[src/rtl/frac_tick_gen_if.sv]
`default_nettype none
// ============================================================================
//  Module      : frac_tick_gen_if
//  Description : Request/response bundle of the fractional tick generator.
//                The requester (master) drives the divider result and the
//                start/abort controls; the generator (slave) returns status
//                and tick pulses.
//  Revision    : 1.0 - initial release
// ============================================================================
interface frac_tick_gen_if #(
  parameter int WIDTH = 16
);
  logic             i_valid;
  logic [WIDTH-1:0] i_quotient;
  logic [WIDTH-1:0] i_remainder;
  logic [WIDTH-1:0] i_divisor;
  logic             i_start;
  logic             i_abort;
  logic             o_busy;
  logic             o_tick;
  logic [WIDTH-1:0] o_tick_idx;
  logic             o_done;
  logic             o_err;

  modport master (
    output i_valid, i_quotient, i_remainder, i_divisor, i_start, i_abort,
    input  o_busy, o_tick, o_tick_idx, o_done, o_err
  );

  modport slave (
    input  i_valid, i_quotient, i_remainder, i_divisor, i_start, i_abort,
    output o_busy, o_tick, o_tick_idx, o_done, o_err
  );
endinterface : frac_tick_gen_if
`default_nettype wire

[src/rtl/frac_tick_gen.sv]
`default_nettype none
// ============================================================================
//  Module      : frac_tick_gen
//  Description : Spreads d evenly spaced one-cycle ticks over exactly
//                q*d + r clock cycles using a Bresenham remainder
//                accumulator. Each interval is q or q+1 cycles long.
//  Revision    : 1.0 - initial release
// ============================================================================
module frac_tick_gen #(
  parameter int WIDTH = 16
) (
  input  wire            clk,
  input  wire            reset_n,
  frac_tick_gen_if.slave bus
);

  typedef enum logic [0:0] {
    S_IDLE = 1'b0,
    S_RUN  = 1'b1
  } state_t;

  localparam logic [WIDTH:0] C_CNT_ONE = {{WIDTH{1'b0}}, 1'b1};

  state_t           state_q, state_d;
  logic [WIDTH-1:0] q_q, q_d;           // latched interval base length
  logic [WIDTH-1:0] r_q, r_d;           // latched remainder
  logic [WIDTH-1:0] d_q, d_d;           // latched tick count
  logic [WIDTH-1:0] acc_q, acc_d;       // Bresenham accumulator, always < d
  logic [WIDTH:0]   cnt_q, cnt_d;       // cycles left in current interval
  logic [WIDTH-1:0] idx_q, idx_d;       // ticks issued so far
  logic             busy_q, busy_d;
  logic             tick_q, tick_d;
  logic [WIDTH-1:0] tick_idx_q, tick_idx_d;
  logic             done_q, done_d;
  logic             err_q, err_d;

  logic [WIDTH-1:0] w_src_acc, w_src_q, w_src_r, w_src_d;
  logic [WIDTH:0]   w_sum;
  logic [WIDTH:0]   w_len;
  logic [WIDTH-1:0] w_acc_next;
  logic [WIDTH-1:0] w_idx_inc;
  logic             w_start_ok;

  // Next interval length and accumulator; in IDLE it works on the raw inputs
  // with a cleared accumulator so the first interval is ready at acceptance.
  always_comb begin
    w_src_acc = acc_q;
    w_src_q   = q_q;
    w_src_r   = r_q;
    w_src_d   = d_q;
    if (state_q == S_IDLE) begin
      w_src_acc = '0;
      w_src_q   = bus.i_quotient;
      w_src_r   = bus.i_remainder;
      w_src_d   = bus.i_divisor;
    end
    w_sum      = {1'b0, w_src_acc} + {1'b0, w_src_r};
    w_len      = {1'b0, w_src_q};
    w_acc_next = w_sum[WIDTH-1:0];
    if (w_sum >= {1'b0, w_src_d}) begin
      w_len      = {1'b0, w_src_q} + C_CNT_ONE;
      // s < 2d, so the low bits of s-d are exact
      w_acc_next = w_sum[WIDTH-1:0] - w_src_d;
    end
  end

  // Sequencer: acceptance checks, interval countdown, tick/done/abort.
  always_comb begin
    state_d    = state_q;
    q_d        = q_q;
    r_d        = r_q;
    d_d        = d_q;
    acc_d      = acc_q;
    cnt_d      = cnt_q;
    idx_d      = idx_q;
    busy_d     = 1'b0;
    tick_d     = 1'b0;
    tick_idx_d = tick_idx_q;
    done_d     = 1'b0;
    err_d      = 1'b0;
    w_idx_inc  = idx_q + 1'b1;
    w_start_ok = bus.i_valid && (bus.i_divisor != '0) &&
                 (bus.i_quotient != '0) && (bus.i_remainder < bus.i_divisor);

    case (state_q)
      S_IDLE: begin
        if (bus.i_start) begin
          if (w_start_ok) begin
            state_d = S_RUN;
            q_d     = bus.i_quotient;
            r_d     = bus.i_remainder;
            d_d     = bus.i_divisor;
            acc_d   = w_acc_next;
            cnt_d   = w_len;
            idx_d   = '0;
          end else begin
            err_d = 1'b1;
          end
        end
      end
      S_RUN: begin
        busy_d     = 1'b1;
        // First RUN cycle exposes the cleared index of the new sequence
        tick_idx_d = idx_q;
        if (cnt_q == C_CNT_ONE) begin
          tick_d     = 1'b1;
          idx_d      = w_idx_inc;
          tick_idx_d = w_idx_inc;
          if (w_idx_inc == d_q) begin
            // Final tick wins over a simultaneous abort
            done_d  = 1'b1;
            state_d = S_IDLE;
          end else begin
            // Reload on the tick cycle so intervals are back to back
            cnt_d = w_len;
            acc_d = w_acc_next;
            if (bus.i_abort) begin
              state_d = S_IDLE;
            end
          end
        end else begin
          cnt_d = cnt_q - C_CNT_ONE;
          if (bus.i_abort) begin
            state_d = S_IDLE;
          end
        end
      end
      default: begin
        state_d = S_IDLE;
      end
    endcase
  end

  // State, datapath and registered outputs with asynchronous clear.
  always_ff @(posedge clk or negedge reset_n) begin
    if (!reset_n) begin
      state_q    <= S_IDLE;
      q_q        <= '0;
      r_q        <= '0;
      d_q        <= '0;
      acc_q      <= '0;
      cnt_q      <= '0;
      idx_q      <= '0;
      busy_q     <= 1'b0;
      tick_q     <= 1'b0;
      tick_idx_q <= '0;
      done_q     <= 1'b0;
      err_q      <= 1'b0;
    end else begin
      state_q    <= state_d;
      q_q        <= q_d;
      r_q        <= r_d;
      d_q        <= d_d;
      acc_q      <= acc_d;
      cnt_q      <= cnt_d;
      idx_q      <= idx_d;
      busy_q     <= busy_d;
      tick_q     <= tick_d;
      tick_idx_q <= tick_idx_d;
      done_q     <= done_d;
      err_q      <= err_d;
    end
  end

  assign bus.o_busy     = busy_q;
  assign bus.o_tick     = tick_q;
  assign bus.o_tick_idx = tick_idx_q;
  assign bus.o_done     = done_q;
  assign bus.o_err      = err_q;

endmodule : frac_tick_gen
`default_nettype wire
[src/flat_wrapper.sv]
// flat-port wrapper written by rule: the top's interface ports become plain ports
module frac_tick_gen_flat 
#(
  parameter int WIDTH = 16
)
  (clk, reset_n, bus_i_valid, bus_i_quotient, bus_i_remainder, bus_i_divisor, bus_i_start, bus_i_abort, bus_o_busy, bus_o_tick, bus_o_tick_idx, bus_o_done, bus_o_err);
  frac_tick_gen_if #(.WIDTH(WIDTH)) bus_i ();
  input  wire clk;
  input  wire reset_n;
  input wire logic [$bits(bus_i.i_valid)-1:0] bus_i_valid;
  input wire logic [$bits(bus_i.i_quotient)-1:0] bus_i_quotient;
  input wire logic [$bits(bus_i.i_remainder)-1:0] bus_i_remainder;
  input wire logic [$bits(bus_i.i_divisor)-1:0] bus_i_divisor;
  input wire logic [$bits(bus_i.i_start)-1:0] bus_i_start;
  input wire logic [$bits(bus_i.i_abort)-1:0] bus_i_abort;
  output wire logic [$bits(bus_i.o_busy)-1:0] bus_o_busy;
  output wire logic [$bits(bus_i.o_tick)-1:0] bus_o_tick;
  output wire logic [$bits(bus_i.o_tick_idx)-1:0] bus_o_tick_idx;
  output wire logic [$bits(bus_i.o_done)-1:0] bus_o_done;
  output wire logic [$bits(bus_i.o_err)-1:0] bus_o_err;
  assign bus_i.i_valid = bus_i_valid;
  assign bus_i.i_quotient = bus_i_quotient;
  assign bus_i.i_remainder = bus_i_remainder;
  assign bus_i.i_divisor = bus_i_divisor;
  assign bus_i.i_start = bus_i_start;
  assign bus_i.i_abort = bus_i_abort;
  assign bus_o_busy = bus_i.o_busy;
  assign bus_o_tick = bus_i.o_tick;
  assign bus_o_tick_idx = bus_i.o_tick_idx;
  assign bus_o_done = bus_i.o_done;
  assign bus_o_err = bus_i.o_err;
  frac_tick_gen #(.WIDTH(WIDTH)) u_core (.clk(clk), .reset_n(reset_n), .bus(bus_i));
endmodule
[config.mk]
export PLATFORM = sky130hd
export DESIGN_NAME = frac_tick_gen_flat
export DESIGN_NICKNAME = d
export VERILOG_FILES = /design/src/rtl/frac_tick_gen_if.sv /design/src/rtl/frac_tick_gen.sv /design/src/flat_wrapper.sv
export SDC_FILE = /design/constraint.sdc
export NUM_CORES = 1
export LEC_CHECK = 0
export ABC_AREA = 1
export BUFFER_PORTS_ARGS = -buffer_cell sky130_fd_sc_hd__buf_4
export CORE_ASPECT_RATIO = 0.7
export CORE_UTILIZATION = 60
export CTS_CLUSTER_DIAMETER = 100
export DETAILED_ROUTE_END_ITERATION = 8
export PLACE_DENSITY = 0.89
export SYNTH_ARGS = -nofsm -noshare
export SYNTH_HDL_FRONTEND = slang
export SYNTH_SLANG_ARGS = --single-unit
[constraint.sdc]
create_clock -name clk -period 6 [get_ports clk]
set_clock_uncertainty 0.05 [all_clocks]
set_input_delay 0.6 -clock clk [delete_from_list [all_inputs] [get_ports clk]]
set_output_delay 0.6 -clock clk [all_outputs]
set_load 0.01 [all_outputs]
== After elaboration in Yosys (flattened, before gate mapping) ==
Index checks and enable logic that the tools add are counted.
W data, S select, Z words.

* Memories kept: 0
* RAM bits: 0
* Bits in latches: 0
* ROM bits: 0
* Output and inout port bits: 20
* Flip-flop bits (word level): 118

* $mul: 0
* Muxes and demuxes: 35
* Order comparisons: 2
* Div/mod/pow operators: 0
* Eq/ne operators: 7
* Bitwise operators: 1
* Reductions and logical operators: 9
* Shift-type cells: 0
* Add/subtract/negate cells: 5

{| class="wikitable"
|+ Operators with widths
! kind !! number
|-
| $mux W16 || 12
|-
| $mux W17 || 5
|-
| $pmux W16 S2 || 2
|-
| $pmux W17 S2 || 1
|-
| $reduce_bool A16 Y1 || 2
|-
| $add A16 B1 Y17 const B || 1
|-
| $add A16 B16 Y17 || 1
|-
| $eq A17 B1 Y1 const B || 1
|-
| $ge A17 B16 Y1 || 1
|-
| $sub A17 B1 Y17 const B || 1
|-
| $add A16 B1 Y16 const B || 1
|-
| $eq A16 B16 Y1 || 1
|-
| $lt A16 B16 Y1 || 1
|-
| $sub A16 B16 Y16 || 1
|-
| $mux W1 || 14
|-
| $ne A2 B2 Y1 const B || 3
|-
| $reduce_and A3 Y1 || 2
|-
| $reduce_and A4 Y1 || 1
|-
| $logic_and A1 B1 Y1 || 3
|-
| $ne A3 B3 Y1 const B || 1
|-
| $ne A2 B1 Y1 const B || 1
|-
| $pmux W1 S2 || 1
|-
| $reduce_and A2 Y1 || 1
|-
| $not A1 Y1 || 1
|}

== Logic depth before layout (Yosys ltp) ==
* Word-level depth: 7
* Mapped depth: 30
* Gate-level depth less buffers: 28

== Worst setup path before layout ==
Ideal clock, no wire load.

* Kind: register to register
* Start: reg u_core.state_q
* End: reg u_core.acc_q[13]
* Required time: 5.834 ns
* Setup slack: 1.602 ns
* Cell stages (with the launch flop): 29
* Period minus slack after synthesis: 4.398 ns
* Arrival time: 4.231 ns
* Path through: dfrtp_1 -> buf_1 -> buf_1 -> clkbuf_1 -> nand2_1 -> inv_1 -> ha_1 -> a21oi_1 -> nand2_1 -> a21boi_0 -> o21ai_0 -> nand2_1 -> nand2_1 -> xor2_1 -> ha_1 -> nand2_1 -> inv_1 -> nand2_1 -> nor2_1 -> nand4_1 -> nor2_1 -> nor2_1 -> nand2_2 -> buf_4 -> buf_2 -> nand2_1 -> o21ai_0 -> nand2_1 -> nand2_1

* Longest elaborated chain between the ends: 7
* Elaborated cells between the ends (all ways): 18
* Classes of those cells: 2 x add/sub; 1 x order compare; 4 x eq/ne; 9 x mux; 1 x bitwise; 1 x reduce/logical

{| class="wikitable"
|+ Ends and longest elaborated chain
! element !! RTL line !! RTL
|-
| from (decl) || frac_tick_gen.sv:24 || <nowiki>state_t state_q, state_d;</nowiki>
|-
| from (signal assigned) || frac_tick_gen.sv:150 || <nowiki>state_q <= state_d;</nowiki>
|-
| $mux W16 || frac_tick_gen.sv:51 || <nowiki>if (state_q == S_IDLE) begin</nowiki>
|-
| $add A16 B16 Y17 || frac_tick_gen.sv:57 || <nowiki>w_sum = {1'b0, w_src_acc} + {1'b0, w_src_r};</nowiki>
|-
| $sub A16 B16 Y16 or $ge A17 B16 Y1 (tied branches) || frac_tick_gen.sv:63, frac_tick_gen.sv:60 ||
|-
| $mux W16 || frac_tick_gen.sv:60 || <nowiki>if (w_sum >= {1'b0, w_src_d}) begin</nowiki>
|-
| $mux W16, on equally long branches || frac_tick_gen.sv:109, frac_tick_gen.sv:88 ||
|-
| $mux W16, on equally long branches || frac_tick_gen.sv:105, frac_tick_gen.sv:87 ||
|-
| $pmux W16 S2 || frac_tick_gen.sv:85 || <nowiki>case (state_q)</nowiki>
|-
| to (signal assigned) || frac_tick_gen.sv:141 || <nowiki>acc_q <= '0;</nowiki>
|-
| to (signal assigned) || frac_tick_gen.sv:154 || <nowiki>acc_q <= acc_d;</nowiki>
|-
| to (decl) || frac_tick_gen.sv:28 || <nowiki>logic [WIDTH-1:0] acc_q, acc_d;</nowiki>
|}

Several ways; a longest one is shown, not always the timed one. The select of a mux whose other input is x is not followed.
A chain may end at the register's enable or synchronous reset.

== Worst setup path in the final report ==
* Start: reg u_core.state_q
* End: reg u_core.cnt_q[14]

* Longest elaborated chain between the ends: 7
* Elaborated cells between the ends (all ways): 18
* Classes of those cells: 2 x add/sub; 1 x order compare; 3 x eq/ne; 10 x mux; 1 x bitwise; 1 x reduce/logical

{| class="wikitable"
|+ Ends and longest elaborated chain
! element !! RTL line !! RTL
|-
| $mux W16 || frac_tick_gen.sv:51 ||
|-
| $add A16 B16 Y17 || frac_tick_gen.sv:57 ||
|-
| $ge A17 B16 Y1 || frac_tick_gen.sv:60 ||
|-
| $mux W17 || frac_tick_gen.sv:60 ||
|-
| $mux W17, on equally long branches || frac_tick_gen.sv:109, frac_tick_gen.sv:88 ||
|-
| $mux W17, on equally long branches || frac_tick_gen.sv:105, frac_tick_gen.sv:87 ||
|-
| $pmux W17 S2 || frac_tick_gen.sv:85 ||
|-
| to (signal assigned) || frac_tick_gen.sv:155 || <nowiki>cnt_q <= cnt_d;</nowiki>
|-
| to (decl) || frac_tick_gen.sv:29 || <nowiki>logic [WIDTH:0] cnt_q, cnt_d;</nowiki>
|}

Several ways; a longest one is shown, not always the timed one. The select of a mux whose other input is x is not followed.

==> out/metrics.yaml <==
status: "finished clean"
cts_root_buf: "clkbuf_16"
grt_util_all_layers_pct: 37.4
grt_max_degree: 94
yosysSeqAreaShare_pct: 31.7
cts_buffer_depth: 2
finalNetCount: 1592
dieArea_um2: 16000
hold_path_class: "in2async"
power.leakage_nw: 5.68
routed.top_layer: "met4"
holdBufCountCts: 0
synth-main-ff-cell: "dfrtp_1"
synthTopCellsByArea: "dfrtp_1, nand2_1, inv_1, ha_1, o21ai_0"
drcViolationCount: 0
wl_met3_mm: 3.24
synth_top_family_by_area: "simple AND/OR/NAND/NOR gates"
fin_crit_ns: 5.22
cts_tree: "built"
clk_latency_ns: 0.43
postCtsSetupBuffers: 0
ys_seq_elements: 118
slew_headroom_pct: 32.8
drt_wl_total_mm: 28.6
irDropWorstVdd_v: 0.000277
drt_first_pass_iters: 6
clock-sinks: 118
cts_made_buffers: 17
yosys.area_share.adder_pct: 7.29
reg2reg_from: "u_core.state_q"
crit_type: "reg2reg"
start_util_pct: 62.4
area_growth_pct: 13.1
yosys.area.top_type: "dfrtp_1"
ff2ff_path_depth: 26
die_x_um: 151
dieHeight_um: 106
synth-edff-count: 0
diodes: 0
drtIter0Drc: 1102
hold_violations: 0
maxCapViolCount: 0
r2r-end: "u_core.cnt_q[14]"
vias: 9729
synth_top_area_share_pct: 31.7
syn-num-nets: 1537
setup_ws_ns: 0.782
antenna_found_initial: 1
grt-ovfl-total: 0
yosys_warnings: 0
postCtsResizedCells: 0
worst_slew_pin_slew_ns: 1.01
gp_congestion: 0.992
fmax_ghz: 0.192
final_util_pct: 70.6
p_per_area_nw_per_um2: 402
post-place-ws_ns: 0.957
arrival_ns: 5.47
synth.area.mux_share_pct: 0
io_pins: 73
synthDistinctLibCells: 41
m1WireLength_mm: 13.2
final.setup.tns_ns: 0
grt_pass1_wl_mm: 45.7
clk_pin_slew_ns: 0.06
htreeDepth: 4
vias_per_cell: 5.74
grt_pass1_vias: 8766
setup_viol: 0
start_kind: "flip-flop"
synth_compound_gate_area_share_pct: 12.8
rsz0062_at_grt: "no"
drv_slew: 0
worstPathMaxFanout: 47
fp.coreArea_um2: 14900
syn_area_um2: 9300
rrSetupSlack_ns: 0.78
synth-xor-area-share_pct: 4.14
synthSimpleGateAreaFrac_pct: 34.2
drtAntennaViolNets: 0
syn_area_per_cell_um2: 6.50
crit_start: "u_core.state_q"
fin_cells: 1694
fillCellCount: 1270
period_share_pct: 87.0
dp.cells: 1662
hpwl_mm: 21.4
synthCells: 1431
async_flop_share_pct: 100
io_buffers: 72
drive_above_1_share_pct: 9.07
rows: 37
cp.required_ns: 6.25
cp-end-kind: "flip-flop"
wl_per_cell_um: 16.9
routed-wl-met2_mm: 11.6
cells in the mapped netlist (2+ instances only):
master,instances
dfrtp_1,118
nor3_1,11
nor2_4,3
ha_1,51
o31ai_1,2
o21bai_1,4
inv_1,182
nand3b_1,3
o22ai_1,5
nand4_1,22
buf_6,3
o2111ai_1,2
buf_1,4
xnor2_1,16
nor2_1,110
nand2_1,479
clkbuf_1,16
a22oi_1,3
nor2_2,3
a21oi_1,73
buf_2,19
o21ai_1,6
o21ai_0,126
nand3_1,108
nor4_1,7
and2_1,2
fa_1,2
inv_2,3
xor2_1,28
nand3_4,2
buf_4,2
nand2_2,7
flip-flops by register name, indices dropped and copies added, names as in the netlist, 16 cells and up:
name,cells
u_core.cnt_q,17
u_core.acc_q,16
u_core.bus.o_tick_idx,16
u_core.d_q,16
u_core.idx_q,16
u_core.q_q,16
u_core.r_q,16
layout by cell type, fill, tap and decap left out, drive strengths merged:
cell type / count
a211oi: 1
a21boi: 1
a21oi: 73
a22oi: 3
a31o: 2
a31oi: 1
a32oi: 1
and2: 2
buf: 80
bufinv: 1
clkbuf: 19
clkinv: 7
clkinvlp: 3
dfrtp: 118
fa: 2
ha: 51
inv: 187
nand2: 487
nand3: 111
nand3b: 3
nand4: 22
nor2: 116
nor3: 11
nor4: 7
o2111ai: 2
o21ai: 132
o21bai: 4
o22ai: 5
o31ai: 2
or2: 1
xnor2: 16
xor2: 28
critical path: stages (launching register included):
cell     delay (ns)
dfrtp_2        0.39
inv_1          0.25
buf_4          0.47
o21ai_0        0.23
ha_1           0.44
a21oi_1        0.30
o21ai_0        0.14
a21oi_1        0.14
o21ai_0        0.15
xor2_1         0.21
inv_1          0.07
ha_1           0.36
nand2_1        0.10
nor2_1         0.11
inv_1          0.06
a21oi_1        0.12
nor2_1         0.05
nand2_1        0.12
nand2_1        0.15
nand2_2        0.39
inv_2          0.31
nand2_1        0.14
nand3_1        0.10
nand2_1        0.07
inv_1          0.04
nand2_1        0.05
nand2_1        0.05
final cells by class:
cell class              count  area [µm²]  share of cell area (%)
multi-input cells        1084        5450                    51.8
flip-flops and latches    118        2950                    28.1
inverters                 185         694                    6.60
repair buffers             80         601                    5.71
clock buffers              19         453                    4.31
well taps                 195         244                    2.32
clock inverters            13         124                    1.18
metal layers:
metal / vias up / global-route usage [%]
met4: 0 / 10.6
met5: - / 0
met1: 4436 / 55.6
met3: 43 / 9.79
met2: 545 / 52.8
li1: 4705 / -
through the flow:
stage / total power, mW / hold WS [ns] / cell area, µm²
final: 4.23 / 0.283 / 10500
after global routing: 4.53 / 0.371 / 10500
after CTS: 4.17 / 0.309 / 10500
after detailed placement: 3.14 / 0.417 / 9940
after global placement: 3.13 / 0.411 / 9940
after floorplan: 2.63 / 0.254 / 9300
kinds of logic (layout without fill, tap and decap cells):
kind of cell / count (synthesis) / in the layout
compound gates: 227 / 227
buf+inv: 229 / 297
simple gates: 760 / 760
fa+ha+maj: 53 / 53
xor+xnor: 44 / 44
flops: 118 / 118
report_power, final:
group	total, mW	switching (mW)	internal, mW
combinational	2.05	1.35	0.701
clock	1.01	0.415	0.595
sequential	1.17	0.165	1.00
how the worst max path moves through the flow:
stage,cells after the start,to,slack (ns)
CTS,26,u_core.cnt_q[14],0.88
floorplan,28,u_core.acc_q[13],1.60
global placement,26,u_core.cnt_q[4],1.02
detailed placement,26,u_core.cnt_q[4],0.96
global route,26,u_core.cnt_q[4],0.29
finish,26,u_core.cnt_q[14],0.78
Power figures use the tool's default switching activity.
